--- src/rtl/async_fifo_pkg.sv ---
// Pointer helpers shared by the write-side and read-side halves of the async FIFO.
// Pointers are one bit wider than the address so that full and empty can be told apart.
package async_fifo_pkg;

    localparam int MAX_ADDR_WIDTH = 16;
    localparam int MAX_PTR_WIDTH  = MAX_ADDR_WIDTH + 1;

    function automatic int ptr_width(input int addr_width);
        return addr_width + 1;
    endfunction

    // Full when the write Gray pointer equals the read Gray pointer with its two MSBs inverted.
    function automatic logic ptr_full(
        input logic [MAX_PTR_WIDTH-1:0] wgray,
        input logic [MAX_PTR_WIDTH-1:0] rgray,
        input int                       addr_width
    );
        logic [MAX_PTR_WIDTH-1:0] mask;
        logic [MAX_PTR_WIDTH-1:0] flip;
        mask = (MAX_PTR_WIDTH'(1) << ptr_width(addr_width)) - MAX_PTR_WIDTH'(1);
        flip = MAX_PTR_WIDTH'(3) << (addr_width - 1);
        return ((wgray ^ rgray ^ flip) & mask) == '0;
    endfunction

    function automatic logic ptr_empty(
        input logic [MAX_PTR_WIDTH-1:0] rgray,
        input logic [MAX_PTR_WIDTH-1:0] wgray,
        input int                       addr_width
    );
        logic [MAX_PTR_WIDTH-1:0] mask;
        mask = (MAX_PTR_WIDTH'(1) << ptr_width(addr_width)) - MAX_PTR_WIDTH'(1);
        return ((rgray ^ wgray) & mask) == '0;
    endfunction

endpackage

--- src/rtl/binary_to_gray.sv ---
// Purely combinational binary to reflected-Gray converter.
module binary_to_gray #(
    parameter int WIDTH = 5
) (
    input  logic [WIDTH-1:0] bin_i,
    output logic [WIDTH-1:0] gray_o
);

    assign gray_o[WIDTH-1] = bin_i[WIDTH-1];

    for (genvar gi = 0; gi < WIDTH - 1; gi++) begin : g_bit
        assign gray_o[gi] = bin_i[gi] ^ bin_i[gi+1];
    end

endmodule

--- src/rtl/wptr_full_ctrl.sv ---
// Write-side pointer and full-flag controller of an asynchronous FIFO.
// Full and overflow are registered; wr_accept is the combinational memory write strobe.
module wptr_full_ctrl
    import async_fifo_pkg::*;
#(
    parameter  int ADDR_WIDTH = 4,
    localparam int PTR_W      = ptr_width(ADDR_WIDTH)
) (
    input  logic                  clk,
    input  logic                  rst,
    input  logic                  wr_en,
    input  logic [PTR_W-1:0]      rd_gray_sync,
    output logic [ADDR_WIDTH-1:0] wr_addr,
    output logic [PTR_W-1:0]      wr_gray,
    output logic                  wr_accept,
    output logic                  full,
    output logic                  overflow
);

    logic [PTR_W-1:0] wbin_q;
    logic [PTR_W-1:0] wbin_d;
    logic [PTR_W-1:0] wgray_q;
    logic [PTR_W-1:0] wgray_d;
    logic             full_q;
    logic             full_d;
    logic             overflow_q;
    logic             overflow_d;

    assign wr_accept  = wr_en & ~full_q;
    assign wbin_d     = wbin_q + PTR_W'(wr_accept);
    assign overflow_d = wr_en & full_q;

    binary_to_gray #(
        .WIDTH (PTR_W)
    ) u_binary_to_gray (
        .bin_i  (wbin_d),
        .gray_o (wgray_d)
    );

    // Evaluated from the post-write pointer and the current read pointer together.
    assign full_d = ptr_full(MAX_PTR_WIDTH'(wgray_d), MAX_PTR_WIDTH'(rd_gray_sync), ADDR_WIDTH);

    always_ff @(posedge clk) begin
        if (rst) begin
            wbin_q     <= '0;
            wgray_q    <= '0;
            full_q     <= 1'b0;
            overflow_q <= 1'b0;
        end else begin
            wbin_q     <= wbin_d;
            wgray_q    <= wgray_d;
            full_q     <= full_d;
            overflow_q <= overflow_d;
        end
    end

    assign wr_addr  = wbin_q[ADDR_WIDTH-1:0];
    assign wr_gray  = wgray_q;
    assign full     = full_q;
    assign overflow = overflow_q;

endmodule

--- config.mk ---
export PLATFORM = sky130hd
export DESIGN_NAME = wptr_full_ctrl
export DESIGN_NICKNAME = d
export VERILOG_FILES = /design/src/rtl/async_fifo_pkg.sv /design/src/rtl/binary_to_gray.sv /design/src/rtl/wptr_full_ctrl.sv
export SDC_FILE = /design/constraint.sdc
export NUM_CORES = 1
export LEC_CHECK = 0
export ABC_AREA = 1
export ABC_CLOCK_PERIOD_IN_PS = 1600
export BUFFER_PORTS_ARGS = -buffer_cell sky130_fd_sc_hd__buf_2
export CORE_MARGIN = 3
export CORE_UTILIZATION = 35
export DETAILED_ROUTE_END_ITERATION = 10
export PLACE_DENSITY_LB_ADDON = 0.25
export SLEW_MARGIN = 30
export SYNTH_ARGS = -nofsm -noshare
export SYNTH_HDL_FRONTEND = slang
export SYNTH_SLANG_ARGS = --single-unit
--- constraint.sdc ---
create_clock -name clk -period 1.6 [get_ports clk]
set_input_delay 0.16 -clock clk [delete_from_list [all_inputs] [get_ports clk]]
set_output_delay 0.16 -clock clk [all_outputs]
set_load 0.005 [all_outputs]
Word level (Yosys, flattened, before mapping)
Index checks and enable logic that the tools add are counted.
{ "op_classes": {"addsub": 1, "bitwise_logic": 9, "n_reduce_logical": 1} }
{ "ops": {"columns": ["op", "count"], "rows": [
  ["logical NOT 17 bit", 1],
  ["adder 5 x 1 -> 5 bit", 1],
  ["XOR 5 bit", 1],
  ["XOR 1 bit", 4],
  ["bitwise AND 1 bit", 2],
  ["inverter 2 bit", 1],
  ["inverter 1 bit", 1]
]} }
{ "word_totals": {"regBits": 12} }

Longest topological paths before layout
Gate-level depths: netlist (run 1).
{ "logic_depth": {"ltp_word": 7, "mapped_depth": 13, "ltp_nobuf": 13} }

By module
A second synthesis (run 1) with hierarchy kept.
{ "hier_totals": {"cells_unflattened": 90, "hier_area_um2": 604.3} }
{ "modules_own_cells": {"columns": ["module", "n_inst", "cells_per_inst", "area_each_um2"], "rows": [
  ["wptr_full_ctrl", 1, 72, 533.0],
  ["binary_to_gray", 1, 18, 71.3]
]} }

Worst setup path after synthesis (run 1)
Ideal clock, no wire load.
{ "synth_path": {"path_type": "register to register", "startpoint": "register full_q (netlist: full)", "endpoint": "register full_q (netlist: full)", "setup_ps": 64, "arrival_time_ps": 1538, "slack_ps": -1, "path_stages_with_launch": 12, "cell_sequence": "dfxtp_1 nor2_1 ha_1 ha_1 inv_2 nor2_1 nor2_1 nand2_1 nand3b_1 nor2_1 nand2_1 nor2_1"} }
{ "synth_rtl": {"columns": ["element", "line", "source"], "rows": [
  ["start: declaration", "wptr_full_ctrl.sv:24", "logic full_q;"],
  ["start signal: assignment", "wptr_full_ctrl.sv:52", "full_q <= full_d;"],
  ["inverter 1 bit *", "wptr_full_ctrl.sv:29", "assign wr_accept = wr_en & ~full_q;"],
  ["bitwise AND 1 bit *", "wptr_full_ctrl.sv:29", null],
  ["named net wr_accept", "wptr_full_ctrl.sv:15", "output logic wr_accept,"],
  ["adder 5 x 1 -> 5 bit *", "wptr_full_ctrl.sv:30", "assign wbin_d = wbin_q + PTR_W'(wr_accept);"],
  ["named net u_binary_to_gray.bin_i[1]", "binary_to_gray.sv:5", "input logic [WIDTH-1:0] bin_i,"],
  ["XOR 1 bit", "binary_to_gray.sv:12", "assign gray_o[gi] = bin_i[gi] ^ bin_i[gi+1];"],
  ["XOR 5 bit *", "async_fifo_pkg.sv:22", "return ((wgray ^ rgray ^ flip) & mask) == '0;"],
  ["logical NOT 17 bit *", "async_fifo_pkg.sv:22", null]
]} }
Mark *: on every way through the listed nets, which the timed path passes. The rest lies on a longest branch.
A chain may end at the register's enable or synchronous reset.

Worst setup path in the final report (run 1)
{ "layout_path": {"startpoint": "register full_q (netlist: full)", "endpoint": "register full_q (netlist: full)"} }
{ "layout_between": {"elab_chain_cells": 7} }
{ "layout_rtl": {"columns": ["element", "line"], "rows": [
  ["inverter 1 bit *", "wptr_full_ctrl.sv:29"],
  ["bitwise AND 1 bit *", "wptr_full_ctrl.sv:29"],
  ["adder 5 x 1 -> 5 bit *", "wptr_full_ctrl.sv:30"],
  ["XOR 1 bit", "binary_to_gray.sv:12"],
  ["XOR 5 bit *", "async_fifo_pkg.sv:22"],
  ["inverter 2 bit (no source line)", null],
  ["logical NOT 17 bit *", "async_fifo_pkg.sv:22"]
]} }
Every way passes the cells marked *; elsewhere a longest branch is shown, timed or not.

==> metrics.txt, run 1 <==
most frequent cells after synthesis=nand2_1 (27), nor2_1 (16), dfxtp_1 (11), inv_1 (7), nand2_2 (6); max_slew headroom=75.1%; synthesized net count=100; number of synthesized flops with an enable pin=0; die area=2240 um^2; setup bufs post-CTS=0; Core Box Area=1560 um^2; Worst-Margin Slew=372 ps; CP max stage delay=330 ps; I/O pins=20; top achievable clock speed=0.667 GHz; post-DR wirelength/cell=10.8 um; CP most frequent cell=nand2_1; HP Class=in -> reg; Crit Path Category=reg -> reg; Worst setup endpoint=full; DR vias=638; LEAKAGE=0.391 nW; ANT cells=0; clock-pin transition on the worst setup and hold timing paths=70 ps; Crit Path Max Fanout=6; Die Width=47.4 um; WHS=115 ps; Worst-Skew Late Latency=270 ps; area grow syn2layout=29.2%; final slew viol count=0; VDD IR max=0.479 mV; antenna violations before repair=0; register area share after synthesis=36.7%; largest net degree at the start of global routing=12; Final setup violation count=0; Highest Signal Layer=met4; status=complete, no violations; TNS Setup=0 ps; top-count cell post-synth=nand2_1; worst path arrival time=1670 ps; DR DRC count=0; critical path endpoint category=flop; slowest stage cell, crit path=dfxtp_2; Via density=4.98; met3 wire len=87 um; RSZ-0062 raised after global routing=yes; DRT iter0 DRCs=4; Reg-to-Reg Start=full; cts bufs inserted=3; IO Port Bufs=19; Yosys cell types=16; final design utilization=49.7%; PwrDens=788 nW/um^2; CTS tree=built; global-route wire length before repair=2150 um; prevailing post-synth register cell=dfxtp_1; Root Buffer=clkbuf_4; Longest Clk Path Bufs=2; met2 wire len=716 um; CP required=1770 ps; Final #Nets=123; Synth warnings=0; period utilisation layout=93.7%; H-tree depth=1; register bit total from synthesis=11; Synth Area per Inst=6.66 um^2; vias in the first global route=545; area leader, netlist=dfxtp_1; Max-cap violations=0; Die Ht=47.4 um; antenna-violating nets left=0; wl on met1=556 um; top cell type's share of synthesized area=36.7%; clk sinks=11; CP Launch Type=flop; Cell Area, Synth=599 um^2; Pre-antenna DRT Iters=4; worst reg2reg path depth=10; crit path time final=1500 ps; clock skew=1.40 ps; Reg2Reg Setup Slack=100 ps; Post-Syn Instances=90; top post-synthesis cells by area=dfxtp_1 (37%), nand2_1 (17%), nor2_1 (10%); crit path from=full; initial core utilization=38.4%; layout cells sized above 1=37.5%; Post-synth ARST share=0%; total track usage=14.5%; worst r2r dst=full; routed wire length=1390 um; row count=14; Final HPWL DP=1080 um; GPL Wtd Cong=0.740; critical path, cell by cell=nor2_2, ha_2, ha_4, nand4_1, nand2_4, nand2_2, nand3_1, nand2_1, nand2_1, nor2_1; gr ovfl total=0; final hold vios=0; PnR Total Power=610 uW
-- sequential cells by signal, summed over array words and instances, names as in the netlist --
signal	count
wbin_q	5
wr_gray	4
overflow	1
full	1
-- per-stage QoR --
stage / worst slack [ps] / area (um^2) / std cells
after global placement: 67.2 / 719 / 124
final: 101 / 774 / 128
after detailed placement: 28.9 / 719 / 124
after CTS: 10.1 / 746 / 128
after floorplan: 42.7 / 612 / 90
after global routing: -41.1 / 774 / 128
-- cell families after synthesis --
family | share of synthesized area [%]
adder cells (fa/ha/maj) | 4.17
AND/OR/NAND/NOR | 47.0
buffers and inverters | 8.35
flip-flops | 36.7
AO/OA/AOI/OAI | 3.76
-- power by group --
| part | internal [mW] | switching [mW] |
|---|---|---|
| Clock | 0.0967 | 0.0981 |
| Sequential | 0.287 | 0.00934 |
| Combinational | 0.0545 | 0.0644 |
| Total | 0.439 | 0.172 |
-- worst min-delay path by stage --
stage,from,to,slack (ps),depth (start not counted)
global route,wr_en,overflow,130,3
floorplan,wr_en,overflow,270,2
CTS,wr_en,overflow,100,3
finish,wr_en,overflow,120,3
detailed placement,wr_en,overflow,400,3
global placement,wr_en,overflow,390,3
-- placed cells by master (no fill, tap or decap), drive strengths merged --
master and n:
buf 20, nor2 16, clkbuf 4, nand3 6, nand3b 3, nand2 33, a21oi 3, nand4 4
dfxtp 11, clkinv 1, inv 8, ha 2, o21bai 1
-- worst max-delay path, delay by kind of cell, from the launching register on --
kind | cells | cell delay (ps)
simple gates | 8 | 680
flops | 1 | 330
fa+ha+maj | 2 | 380
-- per-layer routing --
metal	up-vias	GRT usage, %
li1	331	-
met1	284	15.5
met2	18	23.3
met3	5	7.28
met4	0	7.73
met5	-	0
-- cell type report --
type,instances,area (um^2)
Sequential cell,11,221
Fill cell,161,785
Tap cell,16,20.0
Timing Repair Buffer,20,103
Multi-Input combinational cell,68,369
Clock buffer,4,26.3
Inverter,9,35.0
-- timing repair --
action	in CTS	in global routing
hold buffers	0	0
setup endpoints to repair	0	1
resized for setup	0	10
hold endpoints to repair	0	0
Note: power is estimated with default switching activity, not from simulation.
==> run 2: changes to the inputs <==
--- a/config.mk
+++ b/config.mk
@@ -10,6 +10,7 @@
 export BUFFER_PORTS_ARGS = -buffer_cell sky130_fd_sc_hd__buf_2
 export CORE_MARGIN = 3
 export CORE_UTILIZATION = 35
+export CTS_BUF_LIST = sky130_fd_sc_hd__clkbuf_4 sky130_fd_sc_hd__clkbuf_8 sky130_fd_sc_hd__clkbuf_16
 export DETAILED_ROUTE_END_ITERATION = 10
 export PLACE_DENSITY_LB_ADDON = 0.25
 export SLEW_MARGIN = 30
==> run 2 against run 1 <==
Against the previous run: fmax rose by 0.32%; sequential power barely moved; non-clock buffer count did not move; global-route usage did not move; hold slack improved by 0.97 ps; final area rose by 0.48%; critical path depth did not move.
==> metrics.txt, run 2 (synthesized netlist as in run 1, its figures left out) <==
slowest stage cell, crit path=dfxtp_2; most frequent cells in the layout=nand2_1 (23), buf_2 (19), nor2_1 (14); critical path endpoint category=flop; Internal Power=456 uW; Final setup violation count=0; top achievable clock speed=0.669 GHz; antenna-violating nets left=0; VDD IR max=0.468 mV; Pre-antenna DRT Iters=4; ANT cells=0; Largest Register=wbin_q; total track usage=14.5%; Die Ht=47.4 um; routed wire length=1410 um; H-tree depth=1; Comb pwr share=19.0%; clk sinks=11; row count=14; Core Box Area=1560 um^2; Crit Path Max Fanout=6; critical path, cell by cell=nor2_2, ha_2, ha_4, nand4_1, nand2_4, nand2_2, nand3_1, nand2_1, nand2_1, nor2_1; RSZ-0062 raised after global routing=yes; Max-cap violations=0; vias in the first global route=542; area grow syn2layout=29.9%; clock power share=33.6%; delay-heaviest family, CP=simple AND/OR/NAND/NOR gates; gr ovfl total=0; final slew viol count=0; clock-pin transition on the worst setup and hold timing paths=70 ps; Crit Path Category=reg -> reg; worst r2r dst=full; Die Width=47.4 um; global-route wire length before repair=2160 um; worst path arrival time=1670 ps; CP Launch Type=flop; final hold vios=0; CP required=1770 ps; WHS=116 ps; commonest non-fill, non-tap cell in the layout=nand2_1; Reg-to-Reg Start=full; post-DR wirelength/cell=11.0 um; largest net degree at the start of global routing=12; Worst-Margin Slew=372 ps; max reg flops=5; DR DRC count=0; Final #Nets=123; Sequential Power Share=47.4%; max_slew headroom=75.2%; CP Buf/Inv Count=0; LEAKAGE=0.394 nW; HP Start=wr_en; status=complete, no violations; hold endpoint=overflow; crit path time final=1490 ps; total net switching power=171 uW; IO Port Bufs=19; period utilisation layout=93.4%; worst reg2reg path depth=10; Longest Clk Path Bufs=2; final design utilization=49.9%; PwrDens=805 nW/um^2; Final HPWL DP=1080 um; CTS tree=built; DR vias=639; clock skew=1.47 ps; cts bufs inserted=3; layout cells sized above 1=38.4%; Sw Share=27.3%; I/O pins=20; number of buffers inserted by hold repair at cts=0; CP max stage delay=330 ps; Reg2Reg Setup Slack=110 ps; GPL Wtd Cong=0.740; die area=2240 um^2; Worst-Skew Late Latency=270 ps; Root Buffer=clkbuf_4; HP Class=in -> reg; worst hold path depth=3; CP most frequent cell=nand2_1; initial core utilization=38.4%; antenna violations before repair=0; DRT iter0 DRCs=4; Via density=4.99; TNS Setup=0 ps
## run 2: area by class of cell
type | count | area, um^2
Timing Repair Buffer | 20 | 103
Tap cell | 16 | 20.0
Inverter | 9 | 35.0
Multi-Input combinational cell | 68 | 369
Fill cell | 163 | 781
Sequential cell | 11 | 221
Clock buffer | 4 | 30.0
## run 2: worst max path at each step
stage	slack, ps	depth (start not counted)	endpoint	startpoint
floorplan	40	10	full	full
global placement	70	11	full	full
detailed placement	30	11	full	full
CTS	10	11	full	full
global route	-40	11	full	full
finish	110	10	full	full
## run 2: timing repair
action                     4_1_cts  5_1_grt
setup endpoints to repair        0        1
gates resized for setup          0       10
setup buffers                    0        0
## run 2: power groups by stage
stage	clock network, mW	logic [mW]	registers [mW]
floorplan	0	0.0760	0.304
global placement	0	0.112	0.303
detailed placement	0	0.116	0.303
CTS	0.225	0.116	0.297
global route	0.234	0.135	0.299
finish	0.211	0.119	0.297
## run 2: per-stage QoR
step / cells / power, mW / instance area (um^2) / setup slack [ps]
2_1_floorplan: 90 / 0.380 / 612 / 42.7
3_3_place_gp: 124 / 0.415 / 719 / 67.2
3_5_place_dp: 124 / 0.419 / 719 / 28.9
4_1_cts: 128 / 0.637 / 749 / 10.1
5_1_grt: 128 / 0.668 / 778 / -43.1
6_report: 128 / 0.627 / 778 / 106
## run 2: per-layer routing
layer | vias up | global-route usage [%] | wire length, um
met2 | 18 | 23.3 | 722
met3 | 5 | 7.28 | 88
li1 | 330 | - | -
met1 | 286 | 15.5 | 572
met4 | 0 | 7.73 | 27
met5 | - | 0 | 0
## run 2: tightest hold or removal path, cell delays in order
cell and delay [ps]:
buf_2 110, nand2_1 50, nor2_1 30
==> run 3: changes to the inputs <==
--- a/config.mk
+++ b/config.mk
@@ -12,7 +12,8 @@
 export CORE_UTILIZATION = 35
 export CTS_BUF_LIST = sky130_fd_sc_hd__clkbuf_4 sky130_fd_sc_hd__clkbuf_8 sky130_fd_sc_hd__clkbuf_16
 export DETAILED_ROUTE_END_ITERATION = 10
-export PLACE_DENSITY_LB_ADDON = 0.25
+export PLACE_DENSITY = 0.6
+export RECOVER_POWER = 100
 export SLEW_MARGIN = 30
 export SYNTH_ARGS = -nofsm -noshare
 export SYNTH_HDL_FRONTEND = slang
==> run 3 against run 2 <==
Against the previous run: count of clock-buffer cells in the layout is the same; sequential share of layout area shrank 1.2 points; routed wire length shrank 2.0%; total power grew 3.0%; final cell count grew 3.1%; worst setup slack gained 14 ps; die area is the same; non-clock buffer count grew 4; critical path type unchanged; highest routed layer unchanged.
==> metrics.txt, run 3 (synthesized netlist as in run 1, its figures left out) <==
gr ovfl total=0; H-tree depth=1; clock power share=33.2%; CP required=1820 ps; Worst-Margin Slew=363 ps; Final #Nets=127; DR vias=653; Pre-antenna DRT Iters=4; PnR Total Power=645 uW; TNS Setup=0 ps; vias in the first global route=546; Longest Clk Path Bufs=2; antenna-violating nets left=0; fill count=165; global-route wire length before repair=2110 um; clk sinks=11; Root Buffer=clkbuf_4; I/O pins=20; Worst-Skew Late Latency=270 ps; DRT iter0 DRCs=1; worst path arrival time=1700 ps; final slew viol count=0; HP Class=in -> reg; Die Ht=47.4 um; cts bufs inserted=3; critical path endpoint category=flop; Sw Share=27.9%; die area=2240 um^2; Final setup violation count=0; CTS tree=built; CP Launch Type=flop; total net switching power=180 uW; Comb pwr share=20.6%; GPL Wtd Cong=0.704; Crit Path Category=reg -> reg; Final HPWL DP=1030 um; commonest non-fill, non-tap cell in the layout=nand2_1; area grow syn2layout=35.5%; DR DRC count=0; IO Port Bufs=19; Register Area=221 um^2; Core Box Area=1560 um^2; routed wire length=1380 um; final design utilization=52.1%; Max-cap violations=0; Largest Register=wbin_q; post-DR wirelength/cell=10.5 um; Multi-input gate area=377 um^2; row count=14; Placed Cells=124; crit path time final=1480 ps; initial core utilization=38.4%; fin cells=132; top achievable clock speed=0.676 GHz; ANT cells=0; max reg flops=5; total track usage=13.6%; VDD IR max=0.581 mV; Die Width=47.4 um; clock-pin transition on the worst setup and hold timing paths=70 ps; Crit Path Max Fanout=6; Sequential Power Share=46.2%; layout cells sized above 1=37.9%; Reg2Reg Setup Slack=120 ps; clock skew=4.55 ps; largest net degree at the start of global routing=12; PwrDens=794 nW/um^2; LEAKAGE=0.403 nW; Internal Power=465 uW; Via density=4.95; antenna violations before repair=0; max_slew headroom=75.8%; period utilisation layout=92.5%; final hold vios=0; status=complete, no violations; most frequent cells in the layout=nand2_1 (24), buf_2 (16), nor2_1 (14)
[run 3: layout make-up]
type,instances,area share (%)
Sequential cell,11,27.3
Tap cell,16,2.47
Clock buffer,4,3.70
Inverter,9,4.31
Timing Repair Buffer,24,15.9
Multi-Input combinational cell,68,46.4
[run 3: critical path, cell delays in order (launching register included)]
cell      delay, ps
dfxtp_2         340
nor2_4          120
ha_4            160
ha_4            170
nand2_1          70
nand2_2         130
nand2_1          70
nand3b_1         80
nand2_1          60
nor2_1           80
nand2_1          50
nor2_1           90
[run 3: what timing repair did]
item / CTS / global route
setup endpoints to repair: 1 / 1
hold buffers: 0 / 0
setup buffers: 0 / 4
gates resized for setup: 1 / 10
pin swaps: 0 / 7
[run 3: through the flow]
stage / area (um^2) / setup slack, ps / hold slack (ps)
final: 812 / 120 / 115
after global routing: 812 / -0.714 / 109
after CTS: 752 / 11.9 / 103
after detailed placement: 719 / -7.81 / 395
after global placement: 719 / 26.2 / 393
after floorplan: 612 / 42.7 / 274
[run 3: final timing paths]
| kind | cells past startpoint | endpoint | from |
|---|---|---|---|
| hold reg to reg | 2 | overflow | full |
| hold / removal | 3 | overflow | wr_en |
| setup reg to reg | 11 | full | full |
| setup / recovery | 11 | full | full |
[run 3: routing by layer]
layer	track usage, %	share of wire (%)	vias up
met1	15.8	41	299
met3	5.75	6.9	2
met2	22.7	52	16
met5	0	0	-
li1	-	-	336
met4	3.31	0.65	0
[run 3: power groups by stage]
stage	combinational, mW	sequential (mW)	clock (mW)
after floorplan	0.0760	0.304	0
after global placement	0.114	0.302	0
after detailed placement	0.116	0.303	0
after CTS	0.118	0.296	0.218
after global routing	0.150	0.299	0.232
final	0.133	0.298	0.214
